[config.mk]
export PLATFORM = sky130hd
export DESIGN_NAME = pipeline_ctrl
export DESIGN_NICKNAME = d
export VERILOG_FILES = /design/src/rtl/pipeline_ctrl.sv
export SDC_FILE = /design/constraint.sdc
export NUM_CORES = 1
export LEC_CHECK = 0
export CAP_MARGIN = 20
export CORE_AREA = 5 5 42 44
export CTS_CLUSTER_SIZE = 40
export DETAILED_ROUTE_END_ITERATION = 8
export DIE_AREA = 0 0 47 49
export GPL_TIMING_DRIVEN = 0
export PLACE_DENSITY = 0.79
export SYNTH_ARGS = -nofsm -noshare
export SYNTH_HDL_FRONTEND = slang
export SYNTH_SLANG_ARGS = --single-unit
[constraint.sdc]
create_clock -name CLK -period 3.3 [get_ports CLK]
set_clock_uncertainty 0.2 [all_clocks]
set_input_delay 0.66 -clock CLK [delete_from_list [all_inputs] [get_ports CLK]]
set_output_delay 0.66 -clock CLK [all_outputs]
set_load 0.005 [all_outputs]
[src/rtl/pipeline_ctrl.sv]
// Hazard/stall controller for a 5-stage pipeline: memory freeze, branch flush, load-use stall, fetch-miss bubble, sticky halt.
// Optional cycle counters (stall_cnt, flush_cnt) are built only when PIPELINE_CTRL_PERF_EN is defined.
module pipeline_ctrl (
    input  logic       CLK,
    input  logic       RST,
    input  logic       ihit,
    input  logic       dhit,
    input  logic       exmem_dREN,
    input  logic       exmem_dWEN,
    input  logic       exmem_halt,
    input  logic       exmem_branch,
    input  logic       idex_dREN,
    input  logic [4:0] idex_rd,
    input  logic [4:0] ifid_rs,
    input  logic [4:0] ifid_rt,
    output logic       pc_wen,
    output logic       ifid_wen,
    output logic       idex_wen,
    output logic       exmem_wen,
    output logic       memwb_wen,
    output logic       ifid_flush,
    output logic       idex_flush,
    output logic       exmem_flush,
    output logic       memwb_flush,
    output logic       halt,
    output logic       mem_busy,
`ifdef PIPELINE_CTRL_PERF_EN
    output logic [31:0] stall_cnt,
    output logic [31:0] flush_cnt,
`endif
    output logic [1:0] fsm_state
);

    typedef enum logic [1:0] {
        RUN      = 2'd0,
        MEM_WAIT = 2'd1,
        HALTED   = 2'd2
    } state_t;

    state_t state, next_state;
    logic   mem_req, frozen, load_use;

    assign mem_req  = exmem_dREN | exmem_dWEN;
    assign frozen   = mem_req & ~dhit;
    assign load_use = idex_dREN && (idex_rd != 5'd0) &&
                      ((idex_rd == ifid_rs) || (idex_rd == ifid_rt));

    always_ff @(posedge CLK or posedge RST) begin
        if (RST) state <= RUN;
        else     state <= next_state;
    end

    always_comb begin
        next_state  = state;
        pc_wen      = 1'b0;
        ifid_wen    = 1'b0;
        idex_wen    = 1'b0;
        exmem_wen   = 1'b0;
        memwb_wen   = 1'b0;
        ifid_flush  = 1'b0;
        idex_flush  = 1'b0;
        exmem_flush = 1'b0;
        memwb_flush = 1'b0;
        // Reset holds every enable low even though state is already RUN.
        if (!RST) begin
            case (state)
                RUN, MEM_WAIT: begin
                    if (frozen) begin
                        next_state = MEM_WAIT;
                    end else begin
                        idex_wen   = 1'b1;
                        exmem_wen  = 1'b1;
                        memwb_wen  = 1'b1;
                        next_state = exmem_halt ? HALTED : RUN;
                        if (exmem_branch) begin
                            pc_wen      = 1'b1;
                            ifid_wen    = 1'b1;
                            ifid_flush  = 1'b1;
                            idex_flush  = 1'b1;
                            exmem_flush = 1'b1;
                        end else if (load_use) begin
                            idex_flush = 1'b1;
                        end else if (!ihit) begin
                            ifid_wen   = 1'b1;
                            ifid_flush = 1'b1;
                        end else begin
                            pc_wen   = 1'b1;
                            ifid_wen = 1'b1;
                        end
                    end
                end
                HALTED:  next_state = HALTED;
                default: next_state = RUN;
            endcase
        end
    end

    assign halt      = (state == HALTED);
    assign mem_busy  = (state == MEM_WAIT);
    assign fsm_state = state;

`ifdef PIPELINE_CTRL_PERF_EN
    // Only branches raise exmem_flush, so it doubles as the branch-flush event.
    always_ff @(posedge CLK or posedge RST) begin
        if (RST) begin
            stall_cnt <= 32'd0;
            flush_cnt <= 32'd0;
        end else if (state != HALTED) begin
            if (!pc_wen)     stall_cnt <= stall_cnt + 32'd1;
            if (exmem_flush) flush_cnt <= flush_cnt + 32'd1;
        end
    end
`endif

endmodule

# Word level (Yosys, flattened, before mapping)
# Index checks and enable logic that the tools add are counted.
dict set report word_totals {
  reg_bits 2
  in_bits 24
  wordCells 46
}
dict set report op_classes {
  n_eq_ne 4
  mux 32
  bitwise 3
  reduce_logical 6
}
# op n
set op_table {}
lappend op_table {{2-to-1 mux 1 bit} 29}
lappend op_table {{== test 5 bit} 2}
lappend op_table {{nonzero test 5 bit} 1}
lappend op_table {{2-to-1 mux 2 bit} 2}
lappend op_table {{case mux 2 bit (2 select lines)} 1}
lappend op_table {{== test 2 x 1 -> 1 bit, second input constant} 1}
lappend op_table {{== test 2 bit, second input constant} 1}
lappend op_table {{logical AND 1 bit} 2}
lappend op_table {{logical NOT 2 bit} 1}
lappend op_table {{OR reduction 2 bit} 1}
lappend op_table {{bitwise AND 1 bit} 1}
lappend op_table {{logical OR 1 bit} 1}
lappend op_table {{NOT 1 bit} 1}
lappend op_table {{OR 1 bit} 1}

# Depth between registers and ports, before layout
dict set report logic_depth {
  word_depth 8
  ltp_mapped 4
  ltp_nobuf 4
}

# Worst setup path after synthesis
# No wires, ideal clock.
dict set report synth_path {
  path_type {input to output}
  startpoint {in exmem_dWEN}
  endpoint {out idex_flush}
  t_arrival_ns 1.754
  setup_slack_ns 0.686
  cell_stages 4
  path_buffers 0
  path_cell_list {o21bai_1 nor3b_1 and2_1 a31o_2}
}
dict set report synth_via {
  elab_chain_len 5
}
# element line_no
set synth_rtl {}
lappend synth_rtl {{start, declared} 9} ;# input logic exmem_dWEN,
lappend synth_rtl {{OR 1 bit} 43} ;# assign mem_req = exmem_dREN | exmem_dWEN;
lappend synth_rtl {{bitwise AND 1 bit} 44} ;# assign frozen = mem_req & ~dhit;
lappend synth_rtl {{2-to-1 mux 1 bit} 68} ;# if (frozen) begin
lappend synth_rtl {{2-to-1 mux 1 bit} 66} ;# case (state)
lappend synth_rtl {{2-to-1 mux 1 bit} 65} ;# if (!RST) begin
lappend synth_rtl {{end, declared} 22} ;# output logic idex_flush,
# Every way passes these cells.

# Worst setup path after layout
dict set report layout_path {
  startpoint {in exmem_dREN}
  endpoint {out idex_flush}
}
dict set report layout_via {
  elab_chain_len 5
}
# element line_no
set layout_rtl {}
lappend layout_rtl {{start, declared} 8} ;# input logic exmem_dREN,
lappend layout_rtl {{OR 1 bit} 43}
lappend layout_rtl {{bitwise AND 1 bit} 44}
lappend layout_rtl {{2-to-1 mux 1 bit} 68}
lappend layout_rtl {{2-to-1 mux 1 bit} 66}
lappend layout_rtl {{2-to-1 mux 1 bit} 65}
# Every way passes these cells.

==> flow_metrics.tcl <==
set metrics [dict create \
    htree_levels 1 \
    dpl.hpwl_um 928 \
    fp.dieH_um 49 \
    final_antenna_net_count 0 \
    worstPathRequired_ns 2.44 \
    synth_seq_cells 2 \
    max_freq_mhz 307 \
    ys_warn_count 0 \
    drt_iter0_drc 3 \
    drcViolationCount 0 \
    vias_per_cell 4.42 \
    ys_types 21 \
    worstSkewPairLatency_ns 0.22 \
    maxSlewViolCount 0 \
    clockRootBuffer "clkbuf_4" \
    synthCells 41 \
    post-route-cell-area_um2 782 \
    path_class "in2out" \
    worstSetupStartpoint "exmem_dREN" \
    synth_top_area_share_pct 27.2 \
    grt-ovfl-total 0 \
    setup_tns_ns 0 \
    diodes 0 \
    layout_min_cycle_time_ns 3.25 \
    crit_end "idex_flush" \
    start_util_pct 22.9 \
    vias 446 \
    setup_viol 0 \
    rows 14 \
    synthTopCellsByArea "xnor2_1 (27%), dfrtp_1 (16%), buf_4 (7.0%)" \
    hold_viol 0 \
    fillers 129 \
    r2r_end "fsm_state[1]" \
    synth_ff_type "dfrtp_1" \
    min_period_over_period_pct 98.6 \
    grt_pass1_vias 456 \
    core_area_um2 1400 \
    arrival_ns 2.39 \
    cap_violations 0 \
    cts_tree "done" \
    yosysSeqAreaShare_pct 15.6 \
    leakagePower_nw 0.341 \
    syn_to_final_growth_pct 143 \
    async_reset_ff_share_pct 100 \
    cts.sinks 2 \
    clk_pin_slew_ns 0.03 \
    power_mw 0.284 \
    layout_common_cells "clkdlybuf4s50_1 (28), xnor2_1 (10), buf_4 (9)" \
    dp_slack_ns -0.421 \
    critPathLaunchType "input port" \
    largest_reg_flops 2 \
    grt_max_degree 9 \
    ff2ff_path_depth 3 \
    final_net_count 111 \
    synth_area_per_cell_um2 7.84 \
    irDropWorstVdd_mv 0.307 \
    end_kind "output pin" \
    antenna_found_initial 0 \
    grt_use_total_pct 12.0 \
    rsz0062_at_grt "true" \
    dieArea_um2 2300 \
    syn_nets 65 \
    layout_commonest_cell "clkdlybuf4s50_1" \
    regToRegStartpoint "fsm_state[1]" \
    portBuffers 35 \
    cts_inserted_buffers 3 \
    crit_path_max_fanout 6 \
    io_pins 37 \
    ff2ff_setup_slack_ns 1.97 \
    synth_edf_count 0 \
    wl_per_cell_um 12.4 \
    wl_um 1250 \
    fin_ws_ns 0.0469 \
    clockBufferDepth 2 \
    dieWidth_um 47 \
    grt_pass1_wl_um 2010 \
    postCtsHoldBufs 0 \
    outcome "complete, no violations" \
    drtPass1Iterations 3 \
    gp_congestion 0.667 \
    syn-cell-area_um2 322 \
    synth_top_area_cell "xnor2_1" \
    power.density_nw_per_um2 363 \
    post_dp_cell_area_um2 692 \
    drive_gt1_share_pct 21.2 \
    min_path_type "reg2reg" \
]
synth_stat cells (2+ instances only):
cell	number
nor2b_1	2
o21ai_0	2
nand3_1	2
a21oi_1	2
dfrtp_1	2
buf_4	3
nand2_1	4
xnor2_1	10
inv_1	2
through the flow:
| step | hold slack (ns) | std cells | util [%] |
|---|---|---|---|
| 2_1_floorplan | 0.209 | 41 | - |
| 3_5_place_dp | 0.346 | 92 | 49.4 |
| 6_report | 0.396 | 101 | 55.8 |
| 4_1_cts | 0.367 | 96 | 52.2 |
| 5_1_grt | 0.454 | 101 | 55.8 |
| 3_3_place_gp | 0.336 | 92 | 49.4 |
worst max-delay path, stage by stage:
cell             delay (ns)
clkdlybuf4s50_1        0.41
o21bai_1               0.20
nor3b_4                0.33
and2_4                 0.20
a31o_2                 0.09
clkdlybuf4s50_1        0.50
metal layers:
metal | wire length, um | global-route usage [%] | vias to the layer above | share of wire, %
li1 | - | - | 228 | -
met1 | 451 | 12.7 | 191 | 36
met2 | 623 | 19.7 | 27 | 50
met3 | 178 | 7.01 | 0 | 14
met4 | 0 | 2.76 | 0 | 0
met5 | 0 | 0 | - | 0
power by group:
group / leakage, nW / internal (mW) / switching, mW / total, mW
Clock: 0.0138 / 0.0400 / 0.0123 / 0.0522
Combinational: 0.303 / 0.125 / 0.0562 / 0.181
Sequential: 0.0249 / 0.0337 / 0.0161 / 0.0498
kinds of logic after synthesis:
kind of cell	Yosys count	share of synthesized area (%)
and+or+nand+nor	12	22.6
AOI/OAI and AO/OA	11	24.1
xor gates and xnor gates	10	27.2
buffers and inverters	5	9.34
DFF	2	15.6
other	1	1.17
timing repair:
action                                  in CTS  in global routing
hold endpoints to repair                     0                  0
pin swaps                                    0                  3
resized for setup                            9                  3
setup buffers                                1                  5
endpoints found under the setup margin       8                  3
worst min-delay path by stage:
stage / cells after the start / startpoint / end / slack (ns)
5_1_grt: 2 / fsm_state[0] / fsm_state[0] / 0.45
6_report: 2 / fsm_state[0] / fsm_state[0] / 0.40
3_3_place_gp: 2 / fsm_state[0] / fsm_state[0] / 0.34
2_1_floorplan: 1 / RST / fsm_state[0] / 0.21
3_5_place_dp: 2 / fsm_state[0] / fsm_state[0] / 0.35
4_1_cts: 2 / fsm_state[0] / fsm_state[0] / 0.37
layout make-up:
class	count	area, um2	share of cell area [%]
repair buffers	41	390	49.9
flip-flops and latches	2	50.0	6.40
inverters	2	7.51	0.960
plain buffers	3	22.5	2.88
multi-input cells	34	269	34.4
well taps	16	20.0	2.56
clock buffers	3	22.5	2.88
(Power assumes the default switching activity.)
